### src/rtl/mult_arbiter.sv
// Round-robin arbiter sharing one multi-cycle multiplier among NUM_REQ requesters.
// One transaction in flight; a watchdog aborts a multiply that never completes.
module mult_arbiter #(
    parameter int NUM_REQ = 4,
    parameter int WIDTH   = 64,
    parameter int TIMEOUT = 255
) (
    input  logic                     clock,
    input  logic                     reset,
    input  logic [NUM_REQ-1:0]       req,
    input  logic [NUM_REQ*WIDTH-1:0] req_mcand,
    input  logic [NUM_REQ*WIDTH-1:0] req_mplier,
    output logic [NUM_REQ-1:0]       gnt,
    output logic [NUM_REQ-1:0]       resp_valid,
    output logic [WIDTH-1:0]         resp_data,
    output logic                     resp_err,
    output logic                     busy,
    output logic                     mult_start,
    output logic [WIDTH-1:0]         mult_mcand,
    output logic [WIDTH-1:0]         mult_mplier,
    input  logic [WIDTH-1:0]         mult_product,
    input  logic                     mult_done
);

    localparam int IDXW = $clog2(NUM_REQ);
    localparam int WDW  = (TIMEOUT > 1) ? $clog2(TIMEOUT) : 1;

    localparam logic [IDXW:0]   NREQ     = (IDXW+1)'(NUM_REQ);
    localparam logic [IDXW-1:0] LAST_IDX = IDXW'(NUM_REQ - 1);
    localparam logic [WDW-1:0]  WD_LAST  = WDW'((TIMEOUT > 0) ? TIMEOUT - 1 : 0);

    typedef enum logic [1:0] {
        IDLE,
        ISSUE,
        WAIT,
        RESP
    } state_t;

    state_t            state_q, state_d;
    logic [IDXW-1:0]   ptr_q, ptr_d;
    logic [IDXW-1:0]   owner_q, owner_d;
    logic [WIDTH-1:0]  mcand_q, mcand_d;
    logic [WIDTH-1:0]  mplier_q, mplier_d;
    logic [WIDTH-1:0]  data_q, data_d;
    logic              err_q, err_d;
    logic [WDW-1:0]    wdog_q, wdog_d;

    logic [WIDTH-1:0]  mc_arr [NUM_REQ];
    logic [WIDTH-1:0]  mp_arr [NUM_REQ];
    logic [NUM_REQ-1:0] owner_oh;
    logic              pick_hit;
    logic [IDXW-1:0]   pick_idx;
    logic [IDXW:0]     cand;

    for (genvar i = 0; i < NUM_REQ; i++) begin : g_unpack
        assign mc_arr[i] = req_mcand[i*WIDTH +: WIDTH];
        assign mp_arr[i] = req_mplier[i*WIDTH +: WIDTH];
    end

    assign owner_oh = NUM_REQ'(1) << owner_q;

    // Scan from the pointer upward, wrapping, and take the first requester.
    always_comb begin
        pick_hit = 1'b0;
        pick_idx = '0;
        cand     = '0;
        for (int k = 0; k < NUM_REQ; k++) begin
            cand = {1'b0, ptr_q} + (IDXW+1)'(k);
            if (cand >= NREQ) begin
                cand = cand - NREQ;
            end
            if (!pick_hit && req[cand[IDXW-1:0]]) begin
                pick_hit = 1'b1;
                pick_idx = cand[IDXW-1:0];
            end
        end
    end

    always_ff @(posedge clock or posedge reset) begin
        if (reset) begin
            state_q  <= IDLE;
            ptr_q    <= '0;
            owner_q  <= '0;
            mcand_q  <= '0;
            mplier_q <= '0;
            data_q   <= '0;
            err_q    <= 1'b0;
            wdog_q   <= '0;
        end else begin
            state_q  <= state_d;
            ptr_q    <= ptr_d;
            owner_q  <= owner_d;
            mcand_q  <= mcand_d;
            mplier_q <= mplier_d;
            data_q   <= data_d;
            err_q    <= err_d;
            wdog_q   <= wdog_d;
        end
    end

    always_comb begin
        state_d    = state_q;
        ptr_d      = ptr_q;
        owner_d    = owner_q;
        mcand_d    = mcand_q;
        mplier_d   = mplier_q;
        data_d     = data_q;
        err_d      = err_q;
        wdog_d     = wdog_q;
        mult_start = 1'b0;
        busy       = 1'b1;
        gnt        = owner_oh;
        resp_valid = '0;
        unique case (state_q)
            IDLE: begin
                busy = 1'b0;
                gnt  = '0;
                if (pick_hit) begin
                    owner_d  = pick_idx;
                    mcand_d  = mc_arr[pick_idx];
                    mplier_d = mp_arr[pick_idx];
                    wdog_d   = '0;
                    state_d  = ISSUE;
                end
            end
            ISSUE: begin
                mult_start = 1'b1;
                state_d    = WAIT;
            end
            WAIT: begin
                wdog_d = wdog_q + 1'b1;
                // A done arriving on the timeout cycle still counts as success.
                if (mult_done) begin
                    data_d  = mult_product;
                    err_d   = 1'b0;
                    state_d = RESP;
                end else if (TIMEOUT != 0 && wdog_q == WD_LAST) begin
                    data_d  = '0;
                    err_d   = 1'b1;
                    state_d = RESP;
                end
            end
            RESP: begin
                resp_valid = owner_oh;
                ptr_d      = (owner_q == LAST_IDX) ? '0 : owner_q + 1'b1;
                state_d    = IDLE;
            end
            default: begin
                state_d = IDLE;
            end
        endcase
    end

    assign resp_data   = (state_q == RESP) ? data_q : '0;
    assign resp_err    = (state_q == RESP) ? err_q : 1'b0;
    assign mult_mcand  = (state_q != IDLE) ? mcand_q : '0;
    assign mult_mplier = (state_q != IDLE) ? mplier_q : '0;

endmodule

### config.mk
export PLATFORM = sky130hd
export DESIGN_NAME = mult_arbiter
export DESIGN_NICKNAME = d
export VERILOG_FILES = /design/src/rtl/mult_arbiter.sv
export SDC_FILE = /design/constraint.sdc
export NUM_CORES = 1
export LEC_CHECK = 0
export CAP_MARGIN = 25
export CORE_AREA = 10 10 300 302
export CTS_BUF_LIST = sky130_fd_sc_hd__clkbuf_2
export DETAILED_ROUTE_END_ITERATION = 12
export DIE_AREA = 0 0 310 312
export PLACE_DENSITY = 0.51
export SYNTH_ARGS = -nofsm -noshare
export SYNTH_HDL_FRONTEND = slang
export SYNTH_SLANG_ARGS = --single-unit
### constraint.sdc
create_clock -name clock -period 7 [get_ports clock]
set_input_delay 1.05 -clock clock [delete_from_list [all_inputs] [get_ports clock]]
set_output_delay 1.05 -clock clock [all_outputs]
set_load 0.02 [all_outputs]
; Word level (Yosys, flattened, before mapping)
; Index checks and enable logic that the tools add are counted.
; Widths: inputs -> output; s select.
[op_classes]
muxes = 45
n_bitwise = 1
order_cmp = 9
addsub = 9
n_shift = 1
eq_ne = 7
reduce_logical = 14
[ops]
columns = op, n
row1 = $mux 64, 9
row2 = $bmux 64 s2, 2
row3 = $mux 2, 12
row4 = $pmux 8 s2, 1
row5 = $mux 1, 13
row6 = $ge 3x3->1 const B, 4
row7 = $lt 2x3->1 const B, 4
row8 = $add 8x1->8 const B, 1
row9 = $bmux 1 s2, 4
row10 = $eq 8x8->1 const B, 1
row11 = $mux 4, 2
row12 = $mux 8, 1
row13 = $pmux 2 s4, 1
row14 = $reduce_and 2->1, 4
row15 = $sub 2x1->2 const B, 4
row16 = $add 2x2->3 const B, 2
row17 = $eq 2x2->1 const B, 3
row18 = $reduce_bool 2->1, 3
row19 = $shl 1x2->4 const A, 1
row20 = $add 2x1->3 const B, 1
row21 = $ge 2x3->1 const B, 1
row22 = $logic_and 1x1->1, 3
row23 = $logic_not 1->1, 3
row24 = $ne 3x3->1 const B, 1
row25 = other kinds (5), 5
[totals]
out_inout_bits = 203
reg_bits = 207
inputBits = 583

; Logic depth before layout (Yosys ltp)
; Gate-level depths: netlist of run 1.
[depth]
ltp_word = 18
mapped_depth = 8
ltp_nobuf = 7

; Least setup slack after synthesis of run 1
; No wires, ideal clock.
[synth_path]
path_kind = reg2out
startpoint = reg state_q[0]
endpoint = out mult_mplier[10]
arrival_ns = 1.687
stages_incl_launch_ff = 7
path_slack_ns = 4.263
path_cell_list = dfrtp_1 -> inv_1 -> ha_1 -> clkbuf_1 -> clkbuf_1 -> clkbuf_1 -> nor2b_1
[synth_via]
elab_chain_len = 2
[synth_lines]
columns = element, line
row1 = "start, declared", 39  ; state_t state_q, state_d;
row2 = "start signal, assigned", 90  ; state_q <= state_d;
row3 = $reduce_bool 2->1, 157  ; assign mult_mplier = (state_q != IDLE) ? mplier_q : '0;
row4 = $mux 64, 157
row5 = "end, declared", 20  ; output logic [WIDTH-1:0] mult_mplier,
; Every way passes these cells.

; Worst setup path in the final report of run 1
[layout_path]
startpoint = reg state_q[0]
endpoint = out mult_mplier[63]
; Same word-level chain as after synthesis.

==> flow_metrics.tcl, run 1 <==
set metrics [dict create \
    outcome "finished, final reports clean" \
    slew_headroom_pct 33.5 \
    port_buffers 785 \
    nets 2535 \
    crit_arrival_ns 3.39 \
    fin_tns_setup_ns 0 \
    power.total_mw 8.27 \
    wire_per_inst_um 21.8 \
    clock.fmax_mhz 225 \
    finClkSkew_ns 0.165 \
    synth_cells 1178 \
    fp-row-count 107 \
    finalWeightedCongestion 0.899 \
    postCtsHoldBufs 0 \
    drv_cap 0 \
    ir_drop_uv 186 \
    dp_hpwl_um 52300 \
    fillCellCount 8983 \
    start_util_pct 14.6 \
    synth_cell_types 38 \
    antenna_found_initial 19 \
    gr-usage-all-layers_pct 13.2 \
    clock-root-buffer "clkbuf_2" \
    drv_slew 0 \
    drive_above_1_share_pct 7.20 \
    required_ns 5.95 \
    cts.path.max_buffers 3 \
    io_pins 786 \
    powerDensity_nw_per_um2 377 \
    leakagePower_nw 9.37 \
    synth_area_leader_cell "dfrtp_1" \
    fin_crit_ns 4.44 \
    post-route-period-util_pct 63.4 \
    ff_latch_area_um2 5180 \
    overflow 0 \
    cp-start-kind "register" \
    first_pass_iters 4 \
    cts_buffers 69 \
    cts_setup_buffers 0 \
    route.vias.total 12700 \
    finalInstanceArea_um2 21900 \
    yosysSeqAreaShare_pct 41.9 \
    cts_htree_levels 3 \
    area_growth_syn_to_layout_pct 77.5 \
    die_y_um 312 \
    worst_pin_slew_ns 0.998 \
    yosys_warnings 0 \
    fp.dieArea_um2 96700 \
    cts_tree "done" \
    worstHoldPathType "in2async" \
    vias_per_cell 4.10 \
    initialDrtViolationCount 514 \
    grt_first_pass_wirelength_um 95800 \
    synth.top_cells.by_area "dfrtp_1, mux2i_1, o221ai_1, nor2b_1, a22o_1" \
    postRouteAntennaNets 0 \
    hold_viol 0 \
    clk_pin_slew_ns 0.11 \
    setup_viol 0 \
    drc 0 \
    ys_ff_latch 207 \
    synth_area_um2 12300 \
    grt_max_degree 117 \
    critical_path_class "reg2out" \
    grt_pass1_vias 14200 \
    core_um2 84300 \
    die_width_um 310 \
    ctsResizeCount 0 \
    synth_nets 1771 \
    multi_input_area_um2 6650 \
    synth.top_cell.area_share_pct 41.9 \
    worstPathMaxFanout 57 \
    clk_latency_ns 1.07 \
    numClockSinks 207 \
    crit_start "state_q[0]$_DFFE_PP0P_" \
    end_kind "output pin" \
    placed_cell_area_um2 21300 \
    r2r_start "state_q[0]$_DFFE_PP0P_" \
    avgSynthCellArea_um2 10.5 \
    totalWireLength_um 67300 \
    rsz0062_at_grt "false" \
]
==> cells by family (layout without fill, tap and decap cells) <==
group / after synthesis / in the layout / synth area share [%]
AO/OA/AOI/OAI: 212 / 212 / 15.2
buffers and inverters: 116 / 923 / 4.68
flip-flops: 207 / 207 / 41.9
multiplexers: 261 / 261 / 21.2
AND/OR/NAND/NOR: 367 / 367 / 15.6
other: 0 / 13 / 0
XOR/XNOR: 5 / 5 / 0.355
adder cells (fa/ha/maj): 10 / 10 / 1.01
==> stage by stage <==
stage / hold slack (ns) / setup slack (ns) / cells / utilization [%]
detailed placement: 0.464 / 2.73 / 2961 / 25.2
CTS: 0.224 / 2.26 / 3075 / 25.9
global route: 0.273 / 2.19 / 3087 / 26.0
floorplan: 0.448 / 0.298 / 1178 / -
finish: 0.444 / 2.56 / 3088 / 26.0
global placement: 0.461 / 2.82 / 2960 / 25.2
==> Yosys cell counts <==
library cell / instances
o21ai_1: 2
and3_1: 1
nand2_1: 133
clkbuf_1: 52
mux2_2: 3
buf_4: 5
a2bb2oi_1: 1
mux2i_1: 258
nor3_1: 1
nand4_1: 1
nor4_2: 1
dfrtp_1: 207
o22a_1: 1
o221ai_1: 118
o21ai_0: 3
or3_4: 1
inv_1: 8
a21oi_1: 5
a21o_1: 1
a22o_1: 65
a221o_1: 1
o21bai_1: 1
ha_1: 10
buf_6: 10
xor2_1: 3
a211oi_1: 2
nand3_1: 4
o221ai_2: 10
xnor2_1: 2
nor2_1: 16
nand2b_1: 4
nor2b_1: 133
and2_1: 71
buf_1: 2
buf_2: 39
a211o_1: 1
nor3b_1: 1
o31ai_1: 1
==> power by group <==
| group | internal, mW | switching, mW |
|---|---|---|
| registers | 1.77 | 0.321 |
| clock network | 0.412 | 0.658 |
| logic | 2.37 | 2.73 |
==> critical path: stages (launching register included) <==
cell and delay, ns:
dfrtp_1 0.42, inv_1 0.14, ha_4 0.36, buf_4 0.60, nor2b_1 0.24, clkdlybuf4s50_1 0.60
==> cell type report <==
cell class,instances,area share (%)
well taps,1090,6.22
multi-input cells,855,30.3
clock inverters,19,0.582
clock buffers,95,2.17
flip-flops and latches,207,23.6
inverters,8,0.171
diodes,13,0.148
repair buffers,801,36.7
==> path summary, 6_finish.rpt <==
kind / endpoint / slack (ns) / cells after the start
setup / recovery: mult_mplier[63] / 2.56 / 5
hold / removal: mcand_q[40]$_DFFE_PP0P_ / 0.44 / 2
setup reg to reg: mplier_q[36]$_DFFE_PP0P_ / 3.85 / 7
hold reg to reg: mplier_q[27]$_DFFE_PP0P_ / 0.48 / 2
max in group asynchronous: mplier_q[48]$_DFFE_PP0P_ / 5.29 / 3
min in group clock: mplier_q[27]$_DFFE_PP0P_ / 0.48 / 2
==> flip-flops by register name, indices dropped and copies added (netlist names) <==
name      flops
wdog_q        8
state_q       2
data_q       64
mcand_q      64
mplier_q     64
ptr_q         2
err_q         1
owner_q       2
==> cell usage in the layout (no fill, tap or decap), drive strengths merged, types with 12 or more instances in the layout <==
cell type and n:
clkinv 14, clkbuf 95, diode 13, and2 71, nand2 133, dfrtp 207
o221ai 128, buf 16, nor2 16, inv 12, nor2b 133, a22o 65
mux2i 258, clkdlybuf4s50 785
==> routing by layer <==
metal	vias up	track usage (%)	share of wire, %
li1	5873	-	-
met3	142	5.22	9.3
met4	6	6.33	4.1
met5	-	0	0.048
met2	551	22.8	50
met1	6096	13.8	37
(Power assumes the default switching activity.)
==> run 2, diff against run 1 <==
--- a/config.mk
+++ b/config.mk
@@ -6,11 +6,11 @@
 export NUM_CORES = 1
 export LEC_CHECK = 0
 export CAP_MARGIN = 25
-export CORE_AREA = 10 10 300 302
+export CORE_AREA = 10 10 301 303
 export CTS_BUF_LIST = sky130_fd_sc_hd__clkbuf_2
 export DETAILED_ROUTE_END_ITERATION = 12
-export DIE_AREA = 0 0 310 312
-export PLACE_DENSITY = 0.51
+export DIE_AREA = 0 0 311 313
+export PLACE_DENSITY = 0.49
 export SYNTH_ARGS = -nofsm -noshare
 export SYNTH_HDL_FRONTEND = slang
 export SYNTH_SLANG_ARGS = --single-unit
==> constraint.sdc (replaced) <==
create_clock -name clock -period 4.5 [get_ports clock]
set_input_delay 0.675 -clock clock [delete_from_list [all_inputs] [get_ports clock]]
set_output_delay 0.675 -clock clock [all_outputs]
set_load 0.02 [all_outputs]
==> run 2 against run 1 <==
Effect of this change: largest power group unchanged; sequential share of layout area is 0.49 points lower; design area is 2.1% higher; utilization rose by 0.47 points; non-clock buffer count rose by 30; die area rose by 0.64%; clock-buffer cell count is 4 higher; critical path depth down 1; register-to-register slack worse by 2.1 ns; flip-flop and latch count unchanged; clock power increased by 66%; power increased by 59%; worst setup slack lost 2.1 ns.
==> flow_metrics.tcl, run 2 (synthesized netlist as in run 1, its figures left out) <==
set metrics [dict create \
    cts_htree_levels 3 \
    setup_viol 0 \
    area_growth_syn_to_layout_pct 81.2 \
    slew_headroom_pct 24.7 \
    placed_cell_area_um2 21500 \
    dp_cells 3032 \
    die_y_um 313 \
    cp-start-kind "register" \
    crit_start "state_q[0]$_DFFE_PP0P_" \
    layout_commonest_cell "clkdlybuf4s50_1" \
    drv_cap 0 \
    cts_buffers 71 \
    worstSetupPathDepth 4 \
    cts_setup_buffers 0 \
    drv_slew 0 \
    clk_latency_ns 1.03 \
    outcome "finished, final reports clean" \
    grt_first_pass_wirelength_um 100000 \
    ctsResizeCount 0 \
    layout_setup_ws_ns 0.446 \
    finalInstanceArea_um2 22400 \
    hold_viol 0 \
    pre_cts_ws_ns 0.972 \
    required_ns 3.83 \
    fin_crit_ns 4.05 \
    worst_pin_slew_ns 1.13 \
    worstPathCellList "ha_2 -> buf_4 -> and2_1 -> clkdlybuf4s50_1" \
    finalWeightedCongestion 0.888 \
    finClkSkew_ns 0.0970 \
    drive_above_1_share_pct 8.32 \
    fillCellCount 9014 \
    reg2reg_slack_ns 1.72 \
    cts_tree "done" \
    r2r-end "mplier_q[12]$_DFFE_PP0P_" \
    nets 2567 \
    first_pass_iters 4 \
    rsz0062_at_grt "false" \
    numClockSinks 207 \
    fp-row-count 107 \
    fin_tns_setup_ns 0 \
    worst-r2r-cell-count 8 \
    port_buffers 785 \
    overflow 0 \
    postRouteAntennaNets 0 \
    post-route-period-util_pct 90.1 \
    core_um2 84600 \
    instances_no_fill 3175 \
    postCtsHoldBufs 12 \
    critPathBufInv 2 \
    powerDensity_nw_per_um2 588 \
    die_width_um 311 \
    totalWireLength_um 70100 \
    cts.path.max_buffers 3 \
    worstHoldPathType "in2reg" \
    leakagePower_nw 9.57 \
    vias_per_cell 4.02 \
    antenna_found_initial 16 \
    dp_hpwl_um 55100 \
    fp.dieArea_um2 97300 \
    ir_drop_uv 465 \
    initialDrtViolationCount 588 \
    critPathMaxStageDelay_ns 0.68 \
    crit_end "resp_data[1]" \
    critical_path_class "reg2out" \
    gr-usage-all-layers_pct 13.7 \
    crit_family "buffers and inverters" \
    wire_per_inst_um 22.1 \
    io_pins 786 \
    largestRegisters "data_q: 64 flops, mcand_q: 64 flops, mplier_q: 64 flops" \
    worstPathMaxFanout 37 \
    critPathSlowestCell "ha_2" \
    clock.fmax_mhz 247 \
    final_cell_mix "clkdlybuf4s50_1, mux2i_1, dfrtp_1" \
    route.vias.total 12800 \
    r2r_start "state_q[0]$_DFFE_PP0P_" \
    clk_pin_slew_ns 0.10 \
    end_kind "output pin" \
    drc 0 \
    crit_arrival_ns 3.38 \
    start_util_pct 14.6 \
    clock-root-buffer "clkbuf_2" \
    grt_pass1_vias 14200 \
    grt_max_degree 132 \
]
[run 2: layout make-up]
cell class	instances	area (um2)	share of cell area (%)
inverter	8	33.8	0.151
clock buffer	99	495	2.21
clock inverter	19	163	0.727
multi-input combinational	855	6650	29.7
timing repair buffer	831	8400	37.5
tap	1144	1430	6.40
antenna	12	30.0	0.134
sequential	207	5180	23.1
[run 2: power by group]
group	switching [mW]	internal, mW
clock	1.06	0.727
combinational	4.36	3.80
sequential	0.452	2.75
total	5.87	7.28
[run 2: stage by stage]
step	total power [mW]	hold WS [ns]	utilization, %
floorplan	7.79	0.448	-
finish	13.2	0.259	26.5
detailed placement	11.5	0.465	25.5
CTS	13.4	0.00201	26.4
global route	14.1	0.0624	26.4
global placement	11.4	0.460	25.5
[run 2: worst min-delay path by stage]
stage / to / from / depth (start not counted) / slack (ns)
2_1_floorplan: mcand_q[10]$_DFFE_PP0P_ / mcand_q[10]$_DFFE_PP0P_ / 2 / 0.45
3_3_place_gp: mcand_q[9]$_DFFE_PP0P_ / mcand_q[9]$_DFFE_PP0P_ / 2 / 0.46
3_5_place_dp: mcand_q[63]$_DFFE_PP0P_ / mcand_q[63]$_DFFE_PP0P_ / 2 / 0.46
4_1_cts: data_q[21]$_DFFE_PP0P_ / mult_product[21] / 2 / 0.002
5_1_grt: data_q[47]$_DFFE_PP0P_ / mult_product[47] / 2 / 0.06
6_report: data_q[21]$_DFFE_PP0P_ / mult_product[21] / 2 / 0.26
[run 2: worst reg2reg max path: cells and delay by family, from the launching register on]
kind	cells	cell delay, ns
buffers and inverters	4	0.79
adder cells (fa/ha/maj)	1	0.63
AO/OA/AOI/OAI	2	0.46
flip-flops	1	0.43
AND/OR/NAND/NOR	1	0.31
[run 2: routing by layer]
layer,vias to the layer above,wire length (um),global-route usage (%)
li1,5937,-,-
met1,6136,26400,14.8
met2,559,35300,24.0
met3,116,6050,5.21
met4,8,2370,5.48
met5,-,44,0
==> run 3, diff against run 2 <==
--- a/config.mk
+++ b/config.mk
@@ -6,11 +6,11 @@
 export NUM_CORES = 1
 export LEC_CHECK = 0
 export CAP_MARGIN = 25
-export CORE_AREA = 10 10 301 303
+export CORE_AREA = 10 10 296 298
 export CTS_BUF_LIST = sky130_fd_sc_hd__clkbuf_2
 export DETAILED_ROUTE_END_ITERATION = 12
-export DIE_AREA = 0 0 311 313
-export PLACE_DENSITY = 0.49
+export DIE_AREA = 0 0 306 308
+export PLACE_DENSITY = 0.5
 export SYNTH_ARGS = -nofsm -noshare
 export SYNTH_HDL_FRONTEND = slang
 export SYNTH_SLANG_ARGS = --single-unit
==> run 3 against run 2 <==
Effect of this change: first-iteration DRC count fell by 12%; register-to-register slack got worse by 0.13 ns; sequential power barely moved; combinational power barely moved; power fell by 0.69%.
==> flow_metrics.tcl, run 3 (synthesized netlist as in run 1, its figures left out) <==
set metrics [dict create \
    outcome "finished, final reports clean" \
    numClockSinks 207 \
    placed_cell_area_um2 21500 \
    wire_per_inst_um 23.1 \
    comb_power_share_pct 62.5 \
    instances_no_fill 3086 \
    critPathSlowestCell "clkdlybuf4s50_1" \
    clk_latency_ns 0.96 \
    worstPathMaxFanout 45 \
    grt_pass1_vias 14200 \
    grt_first_pass_wirelength_um 101000 \
    clock-root-buffer "clkbuf_2" \
    die_y_um 308 \
    worst-r2r-cell-count 6 \
    totalWireLength_um 71200 \
    cts_buffers 69 \
    final_cell_mix "clkdlybuf4s50_1, mux2i_1, dfrtp_1" \
    antenna_found_initial 20 \
    clock.fmax_mhz 255 \
    route.vias.total 12800 \
    cts_htree_levels 3 \
    end_kind "output pin" \
    die_width_um 306 \
    start_util_pct 15.1 \
    core_um2 81600 \
    leakagePower_nw 9.50 \
    worstHoldPathType "in2reg" \
    worst_pin_slew_ns 1.09 \
    p_int_mw 7.24 \
    layout_commonest_cell "clkdlybuf4s50_1" \
    postRouteAntennaNets 0 \
    fin_hold_ws_ns 0.295 \
    largestRegisters "data_q: 64 flops, mcand_q: 64 flops, mplier_q: 64 flops" \
    fin_tns_setup_ns 0 \
    dp_cells 2957 \
    rsz0062_at_grt "false" \
    power_frac_clock_pct 12.9 \
    hold_viol 0 \
    fin_crit_ns 3.92 \
    whs_path_depth 2 \
    fp.dieArea_um2 94200 \
    first_pass_iters 4 \
    finalInstanceArea_um2 22100 \
    port_buffers 785 \
    critical_path_class "reg2out" \
    drv_cap 0 \
    nets 2552 \
    io_pins 786 \
    drv_slew 0 \
    area_growth_syn_to_layout_pct 79.3 \
    post-route-period-util_pct 87.1 \
    setup_viol 0 \
    cp-start-kind "register" \
    gr-usage-all-layers_pct 14.3 \
    power.total_mw 13.1 \
    initialDrtViolationCount 517 \
    slew_headroom_pct 27.1 \
    fp-row-count 105 \
    drc 0 \
    p_sw_mw 5.83 \
    critPathMaxStageDelay_ns 0.63 \
    required_ns 3.83 \
    finClkSkew_ns 0.0820 \
    crit_arrival_ns 3.25 \
    overflow 0 \
    dp_hpwl_um 55900 \
    vias_per_cell 4.14 \
    cts.path.max_buffers 3 \
    worstPathCellList "inv_1 -> ha_4 -> buf_12 -> nor2b_1 -> clkdlybuf4s50_1" \
    sw_frac_of_total_pct 44.6 \
    drive_above_1_share_pct 8.13 \
    powerDensity_nw_per_um2 590 \
    cts_setup_buffers 0 \
    seq_power_share_pct 24.6 \
    ir_drop_uv 428 \
    cts_tree "done" \
    grt_max_degree 132 \
    finalWeightedCongestion 0.810 \
    clk_pin_slew_ns 0.11 \
]
[run 3: per-layer routing]
| layer | vias up | global-route usage (%) | share of wire [%] |
|---|---|---|---|
| li1 | 5914 | - | - |
| met1 | 6196 | 15.4 | 38 |
| met2 | 544 | 26.0 | 52 |
| met3 | 104 | 5.32 | 8.3 |
| met4 | 4 | 3.90 | 1.9 |
| met5 | - | 0 | 0.032 |
[run 3: final timing paths]
path,startpoint,end,slack (ns)
setup / recovery,state_q[0]$_DFFE_PP0P_,mult_mplier[6],0.58
min in group asynchronous,reset,mcand_q[29]$_DFFE_PP0P_,0.67
setup reg to reg,ptr_q[1]$_DFFE_PP0P_,mcand_q[15]$_DFFE_PP0P_,1.59
hold reg to reg,mcand_q[43]$_DFFE_PP0P_,mcand_q[43]$_DFFE_PP0P_,0.48
hold / removal,mult_product[16],data_q[16]$_DFFE_PP0P_,0.29
max in group asynchronous,reset,mplier_q[35]$_DFFE_PP0P_,2.86
[run 3: final cells by class]
cell class                 instances  area (um2)
antenna                           10        25.0
clock buffer                     101         505
clock inverter                    17         119
fill                            8675       59400
inverter                           8        33.8
multi-input combinational        855        6650
sequential                       207        5180
tap                             1070        1340
timing repair buffer             818        8300
[run 3: critical path, delay by kind of cell, from the launching register on]
family / cells / cell delay, ns
adder cells (fa/ha/maj): 1 / 0.57
flip-flops: 1 / 0.43
buffers and inverters: 3 / 1.08
AND/OR/NAND/NOR: 1 / 0.12
[run 3: power by group through the flow]
stage	Clock, mW	Combinational [mW]	Sequential [mW]
finish	1.68	8.17	3.22
global route	1.92	8.82	3.33
CTS	1.82	8.35	3.23
detailed placement	0	8.33	3.25
global placement	0	8.23	3.22
floorplan	0	4.71	3.08
[run 3: what timing repair did]
item | 4_1_cts | 5_1_grt
hold endpoints to repair | 20 | 0
gates resized for setup | 0 | 0
hold buffers | 1 | 0
[run 3: stage by stage]
stage	setup WS, ns	utilization (%)
2_1_floorplan	1.14	-
3_3_place_gp	0.895	26.3
3_5_place_dp	0.859	26.3
4_1_cts	0.263	27.1
5_1_grt	0.263	27.1
6_report	0.579	27.1
==> patch (settings of run 2) <==
Set the parameter `WIDTH` to 60 (it was 64).
--- a/src/rtl/mult_arbiter.sv
+++ b/src/rtl/mult_arbiter.sv
@@ -4,3 +4,3 @@
     parameter int NUM_REQ = 4,
-    parameter int WIDTH   = 64,
+    parameter int WIDTH   = 60,
     parameter int TIMEOUT = 255
Ports: changed (6 resized); port bits go from 786 to 738. No check against the original RTL was run, so the function may have changed too.
==> patch against run 2 <==
  * Design area is 12% higher
  * Sequential cell count fell by 12
  * Power rose by 2.1%
  * Wire length fell by 8.3%
  * Sequential share of layout area decreased by 3.6 points
  * Hold slack gained 0.037 ns
  * Synthesized area increased by 0.61%
  * Register-to-register slack lost 0.73 ns
  * Synthesized cell count is 4.6% lower
  * Non-clock buffer count is 321 higher
  * Setup slack better by 0.10 ns
==> patch: results (changes against run 2) <==
m1WireLength_um: 26500  # +0.66%
met3_length_um: 4090  # -32%
syn_avg_cell_area_um2: 11.1  # +5.4%
grtUsageTotal_pct: 12.9  # -0.87 points
cp_max_fo: 65  # +76%
netlist_top_cells_area: "dfrtp_1 39%, mux2i_1 20%, o221ai_2 8.7%"
status: "finished clean"
synth.distinct_cells: 41  # +7.9%
gr-usage-met1_pct: 14.9  # +0.10 points
cts_buffer_depth: 2  # -1
clk_pin_slew_ns: 0.32  # +0.22 ns
cts_buffers: 17  # -76%
vias: 13200  # +3.7%
slew_headroom_pct: 42.8  # +18 points
ctsResizeCount: 1  # +1
largest_registers: "data_q (60), mcand_q (60), mplier_q (60)"
grt_util_met3_pct: 4.03  # -1.2 points
final_layout_size_suffix_gt1_share_pct: 6.58  # -1.7 points
grt_pass1_vias: 15000  # +5.6%
worstPathArrival_ns: 3.28  # -0.10 ns
cts_hold_buf: 386  # +374
synth_nets: 1681  # -5.1%
nets: 2748  # +7.1%
ys_seq_area_share_pct: 39.3  # -2.7 points
wire_per_inst_um: 19.1  # -13%
use_met2_pct: 22.5  # -1.6 points
dp.cells: 2929  # -3.4%
place_area_um2: 20800  # -3.5%
antenna_found_initial: 11  # -5
firstDrtPassIters: 5  # +1
place.gp.congestion: 0.858  # -3.4%
port_buffers: 737  # -6.1%
ir_drop_uv: 366  # -21%
skew_ns: 0.0729  # -0.0241 ns
switching_share_pct: 42.7  # -1.9 points
patch: cell types whose count changed after synthesis, sizes merged, moves of 4 or more:
| cell | delta |
|---|---|
| mux2i | -14 |
| buf | -13 |
| dfrtp | -12 |
| nor2b | -9 |
| o221ai | -7 |
| and2 | -5 |
| bufbuf | +5 |
| nand2 | +5 |
| nor2 | -5 |
| a22o | -4 |
| clkbuf | +4 |
| o21ai | +4 |
patch: cells by family (layout without fill, tap and decap cells):
logic type	count (synthesis)	after routing	synth area share, %
simple gates	354	354	14.8
mux	247	247	19.9
compound gates	204	204	17.7
flops	195	195	39.3
buf+inv	112	1192	7.16
fa+ha+maj	10	10	1.01
xor+xnor	2	2	0.141
other cells	0	16	0
patch: worst max-delay path, stage by stage (launching register included):
cell and delay (ns):
dfrtp_1 0.48, inv_1 0.11, ha_4 0.25, buf_12 0.19, nor2b_1 0.34, clkdlybuf4s50_1 0.70
patch: path summary, 6_finish.rpt:
path	start	end	slack, ns	depth (start not counted)
max in group asynchronous	reset	mplier_q[42]	3.21	5
min	req_mcand[26]	mcand_q[26]	0.30	3
min reg2reg	mcand_q[29]	mcand_q[29]	0.52	2
max	state_q[0]	mult_mcand[0]	0.55	5
min in group asynchronous	reset	mcand_q[38]	0.44	4
max reg2reg	ptr_q[1]	mplier_q[22]	0.99	9
patch: final cells by class:
class	instances	area (um2)
diodes	16	40.0
clock buffers	18	90.1
clock inverters	14	156
fillers	8770	59600
inverters	8	33.8
multi-input cells	817	6710
flip-flops and latches	195	4880
well taps	1144	1430
repair buffers	1152	11600
patch: power groups by stage:
stage	logic [mW]	clock network, mW	registers [mW]
floorplan	5.07	0	2.91
global placement	7.94	0	3.05
detailed placement	8.06	0	3.06
CTS	9.49	1.12	3.03
global route	10.1	1.17	3.14
finish	9.39	1.01	3.03
